**src/rtl/mouse_pkg.sv**
```systemverilog
// Shared types and constants for the PS/2 mouse packet receiver.
package mouse_pkg;

  // Frame-level FSM: waiting for a start bit, or collecting the 11-bit frame.
  typedef enum logic {
    IDLE,
    SHIFT
  } frame_state_t;

  // Packet-level FSM: which of the three movement-packet bytes is expected next.
  typedef enum logic [1:0] {
    B1,
    B2,
    B3
  } pkt_state_t;

  localparam int PS2_FRAME_BITS = 11;

  // Byte 1 bit positions.
  localparam int B1_SYNC  = 3;
  localparam int B1_XSIGN = 4;
  localparam int B1_YSIGN = 5;

  // Frame layout, LSB first: [0] start, [8:1] data, [9] parity, [10] stop.
  // Odd parity means d0..d7 together with the parity bit XOR to 1.
  function automatic logic frame_ok(input logic [PS2_FRAME_BITS-1:0] frame,
                                    input logic                      parity_en);
    frame_ok = !frame[0] && frame[10] && (!parity_en || (^frame[9:1]));
  endfunction

endpackage

```
**src/rtl/ps2_clk_filter.sv**
```systemverilog
// PS/2 pin conditioning: 2-FF synchronizers on clock and data, a debounce
// filter on the clock, and a one-cycle pulse on each filtered falling edge.
module ps2_clk_filter #(
  parameter int FILTER_LEN = 8
) (
  input  logic clk,
  input  logic reset_n,
  input  logic ps2c,
  input  logic ps2d,
  output logic d_sync,
  output logic fall
);

  localparam int CNT_W = $clog2(FILTER_LEN + 1);

  logic             c_meta;
  logic             c_sync;
  logic             d_meta;
  logic             c_filt;
  logic [CNT_W-1:0] cnt;
  logic             settle;

  // Synchronize both asynchronous pins; reset to the idle-high bus level so
  // leaving reset never looks like a clock edge.
  // NOTE: sequential state uses non-blocking assignments so every flop samples
  // the pre-edge value of its neighbour; blocking here would collapse the chain.
  always_ff @(posedge clk or negedge reset_n) begin
    if (!reset_n) begin
      c_meta <= 1'b1;
      c_sync <= 1'b1;
      d_meta <= 1'b1;
      d_sync <= 1'b1;
    end else begin
      c_meta <= ps2c;
      c_sync <= c_meta;
      d_meta <= ps2d;
      d_sync <= d_meta;
    end
  end

  // The filtered level flips on the FILTER_LEN-th consecutive differing sample.
  assign settle = (c_sync != c_filt) && (cnt == CNT_W'(FILTER_LEN - 1));

  // Debounce the clock and emit a registered pulse on each accepted high-to-low change.
  always_ff @(posedge clk or negedge reset_n) begin
    if (!reset_n) begin
      c_filt <= 1'b1;
      cnt    <= '0;
      fall   <= 1'b0;
    end else begin
      fall <= settle && !c_sync;
      if (c_sync == c_filt) begin
        cnt <= '0;
      end else if (settle) begin
        c_filt <= c_sync;
        cnt    <= '0;
      end else begin
        cnt <= cnt + CNT_W'(1);
      end
    end
  end

endmodule

```
**src/rtl/mouse_packet_rx.sv**
```systemverilog
// PS/2 mouse packet receiver: assembles the 3-byte movement packet into
// 9-bit two's-complement deltas and button state.
// Optional feature: define PS2_PARITY_CHECK_EN to reject bytes with bad odd parity.
module mouse_packet_rx
  import mouse_pkg::*;
#(
  parameter int FILTER_LEN     = 8,
  parameter int TIMEOUT_CYCLES = 100000
) (
  input  logic       clk,
  input  logic       reset_n,
  input  logic       ps2c,
  input  logic       ps2d,
  input  logic       rx_en,
  output logic [8:0] xChange,
  output logic [8:0] yChange,
  output logic [2:0] btn,
  output logic       m_done_tick,
  output logic       rx_err
);

`ifdef PS2_PARITY_CHECK_EN
  localparam logic PARITY_EN = 1'b1;
`else
  localparam logic PARITY_EN = 1'b0;
`endif

  localparam int TO_W = $clog2(TIMEOUT_CYCLES + 1);

  logic                      d_sync;
  logic                      fall;
  frame_state_t              frame_state;
  pkt_state_t                pkt_state;
  logic [3:0]                bit_cnt;
  logic [PS2_FRAME_BITS-1:0] frame_q;
  logic                      byte_rdy;
  logic                      byte_ok;
  logic [7:0]                byte_data;
  logic [TO_W-1:0]           to_cnt;
  logic                      to_active;
  logic                      timeout;
  logic [2:0]                b1_btn;
  logic                      b1_xsign;
  logic                      b1_ysign;
  logic [7:0]                x_byte;

  ps2_clk_filter #(
    .FILTER_LEN(FILTER_LEN)
  ) u_filter (
    .clk    (clk),
    .reset_n(reset_n),
    .ps2c   (ps2c),
    .ps2d   (ps2d),
    .d_sync (d_sync),
    .fall   (fall)
  );

  // byte_rdy is high the cycle after the stop-bit fall, when frame_q is complete.
  assign byte_ok   = frame_ok(frame_q, PARITY_EN);
  assign byte_data = frame_q[8:1];

  // The watchdog runs only while something is partially received; a fall in
  // the same cycle always takes precedence over the abort.
  assign to_active = (frame_state == SHIFT) || (pkt_state != B1);
  assign timeout   = to_active && !fall && (to_cnt == TO_W'(TIMEOUT_CYCLES - 1));

  // Watchdog counter: cleared by every fall and whenever nothing is pending.
  always_ff @(posedge clk or negedge reset_n) begin
    if (!reset_n) begin
      to_cnt <= '0;
    end else if (fall || !to_active || timeout) begin
      to_cnt <= '0;
    end else begin
      to_cnt <= to_cnt + TO_W'(1);
    end
  end

  // Frame FSM: shift in start, d0..d7, parity, stop on successive falls.
  always_ff @(posedge clk or negedge reset_n) begin
    if (!reset_n) begin
      frame_state <= IDLE;
      bit_cnt     <= '0;
      frame_q     <= '0;
      byte_rdy    <= 1'b0;
    end else begin
      byte_rdy <= 1'b0;
      if (timeout) begin
        frame_state <= IDLE;
        bit_cnt     <= '0;
      end else if (fall) begin
        case (frame_state)
          IDLE: begin
            if (rx_en) begin
              frame_q     <= {d_sync, frame_q[PS2_FRAME_BITS-1:1]};
              bit_cnt     <= 4'd1;
              frame_state <= SHIFT;
            end
          end
          SHIFT: begin
            frame_q <= {d_sync, frame_q[PS2_FRAME_BITS-1:1]};
            if (bit_cnt == 4'(PS2_FRAME_BITS - 1)) begin
              bit_cnt     <= '0;
              byte_rdy    <= 1'b1;
              frame_state <= IDLE;
            end else begin
              bit_cnt <= bit_cnt + 4'd1;
            end
          end
          default: frame_state <= IDLE;
        endcase
      end
    end
  end

  // Packet FSM: latch header, X and Y bytes, then publish outputs with a done pulse.
  always_ff @(posedge clk or negedge reset_n) begin
    if (!reset_n) begin
      pkt_state   <= B1;
      b1_btn      <= '0;
      b1_xsign    <= 1'b0;
      b1_ysign    <= 1'b0;
      x_byte      <= '0;
      xChange     <= '0;
      yChange     <= '0;
      btn         <= '0;
      m_done_tick <= 1'b0;
      rx_err      <= 1'b0;
    end else begin
      m_done_tick <= 1'b0;
      rx_err      <= 1'b0;
      if (timeout) begin
        pkt_state <= B1;
        rx_err    <= 1'b1;
      end else if (byte_rdy) begin
        if (!byte_ok) begin
          pkt_state <= B1;
          rx_err    <= 1'b1;
        end else begin
          case (pkt_state)
            B1: begin
              // A header without the always-one sync bit means we are out of
              // step with the mouse; drop it and wait for a real header.
              if (byte_data[B1_SYNC]) begin
                b1_btn    <= byte_data[2:0];
                b1_xsign  <= byte_data[B1_XSIGN];
                b1_ysign  <= byte_data[B1_YSIGN];
                pkt_state <= B2;
              end
            end
            B2: begin
              x_byte    <= byte_data;
              pkt_state <= B3;
            end
            B3: begin
              xChange     <= {b1_xsign, x_byte};
              yChange     <= {b1_ysign, byte_data};
              btn         <= b1_btn;
              m_done_tick <= 1'b1;
              pkt_state   <= B1;
            end
            default: pkt_state <= B1;
          endcase
        end
      end
    end
  end

endmodule

```
**config.mk**
```make
export PLATFORM = sky130hd
export DESIGN_NAME = mouse_packet_rx
export DESIGN_NICKNAME = d
export VERILOG_FILES = /design/src/rtl/mouse_pkg.sv /design/src/rtl/ps2_clk_filter.sv /design/src/rtl/mouse_packet_rx.sv
export SDC_FILE = /design/constraint.sdc
export NUM_CORES = 1
export LEC_CHECK = 0
export BUFFER_PORTS_ARGS = -buffer_cell sky130_fd_sc_hd__clkbuf_2
export CAP_MARGIN = 20
export CORE_ASPECT_RATIO = 1.4
export CORE_MARGIN = 1.5
export CORE_UTILIZATION = 50
export CTS_CLUSTER_DIAMETER = 80
export DETAILED_ROUTE_END_ITERATION = 6
export MAX_ROUTING_LAYER = met4
export PLACE_DENSITY = 0.69
export SLEW_MARGIN = 5
export SYNTH_ARGS = -nofsm -noshare
export SYNTH_HDL_FRONTEND = slang
export SYNTH_SLANG_ARGS = --single-unit
```
**constraint.sdc**
```tcl
create_clock -name clk -period 4.2 [get_ports clk]
set_input_delay 0.84 -clock clk [delete_from_list [all_inputs] [get_ports clk]]
set_output_delay 0.84 -clock clk [all_outputs]
set_load 0.05 [all_outputs]
```
After elaboration in Yosys (flattened, before gate mapping). Index checks and enable logic that the tools add are counted.

Bits of input ports: 5. Logic and storage cells: 92. Output and inout port bits: 23. Register bits after elaboration: 82.

Bitwise gates (word level): 3. $add $sub $neg: 3. Equal/unequal tests: 10. Reduce and logical (&&, ||, !) cells: 23. Mux-type cells: 31.

Operator list (count): two-way mux 4 bit (6); one-hot mux 11 bit (2 select lines) (1); adder 17 x 1 -> 17 bit, second input constant (1); equality test 17 bit, second input constant (1); two-way mux 17 bit (1); two-way mux 1 bit (15); two-way mux 11 bit (1); adder 4 x 1 -> 4 bit, second input constant (2); two-way mux 2 bit (4); one-hot mux 4 bit (2 select lines) (1); AND reduction 4 bit (2); AND reduction 2 bit (3); nonzero test 2 bit (3); logical AND 1 bit (5); AND reduction 5 bit (1); equality test 4 x 3 -> 1 bit, second input constant (1); equality test 4 bit, second input constant (1); zero test 1 bit (4); != test 4 bit, second input constant (1); one-hot mux 2 bit (2 select lines) (1); logical OR 1 bit (3); != test 3 bit, second input constant (1); inverter 1 bit (3); AND reduction 3 bit (1); other kinds (7) (7).

Longest topological paths before layout.
Word-level depth: 6. Gate-level depth with buffers: 7. Gate-level depth less buffers: 6.

Modules after synthesis. From an unflattened synthesis, not the netlist that was laid out.

Cells, all modules: 258. Area total of the unflattened synthesis: 3449.6 µm².

By module, submodules not included: mouse_packet_rx (area each 3075.4 µm², instances 1, cells each 235, sequential area each 1801.7 µm²); ps2_clk_filter (area each 374.1 µm², instances 1, cells each 23, sequential area each 256.5 µm²).

Worst setup path after synthesis. No wires, ideal clock.

Path type: register to register. Start point: reg to_cnt[0]. End point: reg xChange[0]. Library setup time: 0.125 ns. Path buffers: 2. Stages on the path, launching flop included: 8. Data required time: 4.075 ns. Setup slack: 2.261 ns. Clock period less this slack: 1.939 ns. Data arrival time: 1.814 ns. Path through: dfrtp_1 -> ha_1 -> and4_1 -> buf_6 -> and4_4 -> a21oi_4 -> buf_6 -> mux2_4.

Cells in the longest elaborated chain, start to end: 4.

RTL lines: start: declaration (line mouse_packet_rx.sv:39) `logic [TO_W-1:0] to_cnt;`; start signal: assignment (line mouse_packet_rx.sv:74) `to_cnt <= to_cnt + TO_W'(1);`; equality test 17 bit (line mouse_packet_rx.sv:65) `assign timeout = to_active && !fall && (to_cnt == TO_W'(TIMEOUT_CYCLES - 1));`; logical AND 1 bit (line mouse_packet_rx.sv:65); inverter 1 bit (no line); AND reduction 4 bit (no line); end signal: assignment (line mouse_packet_rx.sv:155) `xChange <= {b1_xsign, x_byte};`; end: declaration (line mouse_packet_rx.sv:15) `output logic [8:0] xChange,`.

No other way between the ends. A chain may end at the register's enable or synchronous reset.

Worst setup path after layout.
Start point: reg to_cnt[0]. End point: reg btn[1].

Cells in the longest elaborated chain, start to end: 4.

RTL lines: equality test 17 bit (line mouse_packet_rx.sv:65); logical AND 1 bit (line mouse_packet_rx.sv:65); inverter 1 bit (no line); AND reduction 4 bit (no line); end signal: assignment (line mouse_packet_rx.sv:157) `btn <= b1_btn;`; end: declaration (line mouse_packet_rx.sv:17) `output logic [2:0] btn,`.

No other way between the ends.

==> impl_metrics.env <==
export IMPL_crit_fanout=22
export IMPL_worstPathCellList="ha_1 -> and4_1 -> and4_4 -> a21oi_4 -> mux2_2"
export IMPL_synth_edf_count=0
export IMPL_clk_pin_slew_ns=0.09
export IMPL_grt_overflow_total=0
export IMPL_grt_max_degree=83
export IMPL_crit_arrival_ns=2.71
export IMPL_ant_nets=0
export IMPL_grtUsageTotal_pct=17.6
export IMPL_wirelength_mm=5.80
export IMPL_reg2reg_slack_ns=1.72
export IMPL_wl_per_cell_um=14.7
export IMPL_vias=2093
export IMPL_port_buffers=27
export IMPL_relSlewSlack_pct=35.8
export IMPL_firstDrtPassIters=4
export IMPL_seq_power_share_pct=53.8
export IMPL_maxSlewViolCount=0
export IMPL_cpPeakStageDelay_ns=0.76
export IMPL_cts_hold_buffers_added=0
export IMPL_synth_ff_type="dfrtp_1"
export IMPL_drt_initial_drc_count=60
export IMPL_tritoncts="built"
export IMPL_fmax_mhz=404
export IMPL_placed_area_um2=3710
export IMPL_syn_area_um2=3510
export IMPL_row_count=36
export IMPL_fin_ws_ns=1.72
export IMPL_hold_violations=0
export IMPL_p_int_mw=1.25
export IMPL_clock_power_share_pct=37.6
export IMPL_clkLatencyLatePin_ns=0.35
export IMPL_nets=304
export IMPL_critPathSlowestCell="a21oi_4"
export IMPL_timing_rr_start="to_cnt[0]"
export IMPL_synth_seq_cells=82
export IMPL_die_w_um=73.9
export IMPL_p_leak_nw=1.87
export IMPL_utilization_pct=57.5
export IMPL_vdd_drop_max_mv=0.306
export IMPL_tightest_slew_ns=0.960
export IMPL_cts_root_buf="clkbuf_8"
export IMPL_numCtsBuffers=9
export IMPL_power_density_nw_per_um2=428
export IMPL_grt_pass1_wl_mm=9.65
export IMPL_async_reset_ff_share_pct=100
export IMPL_drv_cap=0
export IMPL_setup_viol=0
export IMPL_n_antenna_cell=0
export IMPL_drc=0
export IMPL_viasPerCell=5.30
export IMPL_hold_path_class="input pin to async pin"
export IMPL_fin_setup_tns_ns=0
export IMPL_core_area_um2=6890
export IMPL_hold_slack_ns=0.311
export IMPL_die_h_um=102
export IMPL_io_pins=28
export IMPL_grt_pass1_vias=2052
export IMPL_areaGrowthSynthToFinish_pct=12.7
export IMPL_path_depth=5
export IMPL_drive_gt1_share_pct=34.3
export IMPL_rr_endpoint="btn[1]"
export IMPL_path_delay_family="compound AO/OA/AOI/OAI gates"
export IMPL_startpoint_type="register"
export IMPL_yosysSeqAreaShare_pct=58.6
export IMPL_period_needed_ns=2.48
export IMPL_postCtsSetupRepairBufs=0
export IMPL_antenna_found_initial=0
export IMPL_p_sw_share_pct=26.2
export IMPL_pre_cts_ws_ns=1.73
export IMPL_ctsResizeCount=0
export IMPL_critPathLaunch="to_cnt[0]"
export IMPL_cts_buffer_depth=2
export IMPL_min_period_over_period_pct=59.0
export IMPL_status="finished, final reports clean"
export IMPL_yosysWarnings=0
export IMPL_cts_max_level=3
export IMPL_switching_power_mw=0.445
export IMPL_end_kind="register"
export IMPL_die_area_um2=7550
export IMPL_finalClockSkew_ns=0.0102
export IMPL_post_dp_hpwl_mm=3.77
export IMPL_cp_buffers_inverters=0
export IMPL_grt_setup_unrepaired="no"
export IMPL_combPwrFrac_pct=8.7
export IMPL_cts_sinks=82
export IMPL_synthCells=264
export IMPL_synth_nets=273
export IMPL_endpoint="btn[1]"
export IMPL_place_gp_congestion=0.871
export IMPL_avgSynthCellArea_um2=13.3
export IMPL_ys_types=41
export IMPL_start_util_pct=51.0
export IMPL_required_ns=4.44
export IMPL_critPathKind="register to register"
export IMPL_fin_area_um2=3960
export IMPL_reg2reg_depth=5
## cells in the final DEF (no fill, tap or decap), drive strengths merged, types with 6 or more instances in the layout
cell type	Yosys	layout
nand3	9	9
a21oi	9	9
nor3	6	6
xnor2	10	10
nand2	11	11
nand4	10	10
dfrtp	77	77
clkbuf	1	35
nor2	21	21
mux2	46	46
## per-stage QoR
stage,std cells,power [mW]
6_report,395,1.70
2_1_floorplan,264,1.04
5_1_grt,395,1.79
4_1_cts,394,1.71
3_3_place_gp,378,1.07
3_5_place_dp,378,1.07
## cell families after synthesis
group / share of synthesized area, %
AOI/OAI and AO/OA: 3.92
muxes: 16.8
adders and majority gates: 1.42
and+or+nand+nor: 13.4
xor gates and xnor gates: 3.74
buffers and inverters: 2.17
DFF: 58.6
## area by class of cell
cell class,count,area [µm²]
fillers,565,2930
flip-flops and latches,82,2060
multi-input cells,171,1380
repair buffers,29,173
clock buffers,9,124
well taps,95,119
clock inverters,7,101
inverters,2,7.51
## synth_stat cells, types with 3 or more instances
| library cell | number | area [µm²] |
|---|---|---|
| nand2_1 | 11 | 41.3 |
| dfrtp_1 | 77 | 1930 |
| xnor2_1 | 10 | 87.6 |
| nor4_1 | 3 | 18.8 |
| ha_1 | 4 | 50.1 |
| mux2_4 | 19 | 285 |
| nand3_1 | 9 | 45.0 |
| a21oi_1 | 6 | 30.0 |
| nand4_1 | 10 | 62.6 |
| o21ai_0 | 4 | 20.0 |
| nor3_1 | 6 | 30.0 |
| nand2b_1 | 5 | 31.3 |
| and3_1 | 3 | 18.8 |
| buf_2 | 4 | 20.0 |
| buf_6 | 4 | 45.0 |
| nand3b_1 | 4 | 30.0 |
| dfstp_2 | 5 | 131 |
| nor2_1 | 21 | 78.8 |
| xor2_1 | 5 | 43.8 |
| mux2_2 | 27 | 304 |
## routing by layer
| layer | share of wire, % | up-vias | wire length (µm) | GRT usage [%] |
|---|---|---|---|---|
| li1 | - | 1003 | - | - |
| met1 | 45 | 1053 | 2590 | 22.6 |
| met2 | 51 | 27 | 2940 | 25.8 |
| met3 | 2.8 | 10 | 163 | 3.65 |
| met4 | 1.8 | 0 | 107 | 10.3 |
| met5 | 0 | - | 0 | - |
## power groups by stage
| stage | combinational, mW | clock, mW | sequential (mW) |
|---|---|---|---|
| 2_1_floorplan | 0.142 | 0 | 0.896 |
| 3_3_place_gp | 0.141 | 0 | 0.925 |
| 3_5_place_dp | 0.146 | 0 | 0.927 |
| 4_1_cts | 0.147 | 0.655 | 0.912 |
| 5_1_grt | 0.170 | 0.692 | 0.923 |
| 6_report | 0.147 | 0.638 | 0.912 |
## worst min-delay path by stage
stage | from | to | slack, ns | depth (start not counted)
3_5_place_dp | u_filter.c_meta | u_filter.c_sync | 0.35 | 0
2_1_floorplan | u_filter.c_meta | u_filter.c_sync | 0.35 | 0
4_1_cts | u_filter.c_meta | u_filter.c_sync | 0.36 | 0
6_report | reset_n | to_cnt[5] | 0.31 | 1
5_1_grt | reset_n | frame_state | 0.30 | 1
3_3_place_gp | u_filter.c_meta | u_filter.c_sync | 0.35 | 0
## registers in the layout (all words and copies together), names as in the netlist, 2 cells and up
| name | count |
|---|---|
| btn | 3 |
| b1_btn | 3 |
| yChange | 9 |
| frame_q | 11 |
| to_cnt | 17 |
| pkt_state | 2 |
| x_byte | 8 |
| u_filter.cnt | 4 |
| bit_cnt | 4 |
| xChange | 9 |
Power figures use the tool's default switching activity.
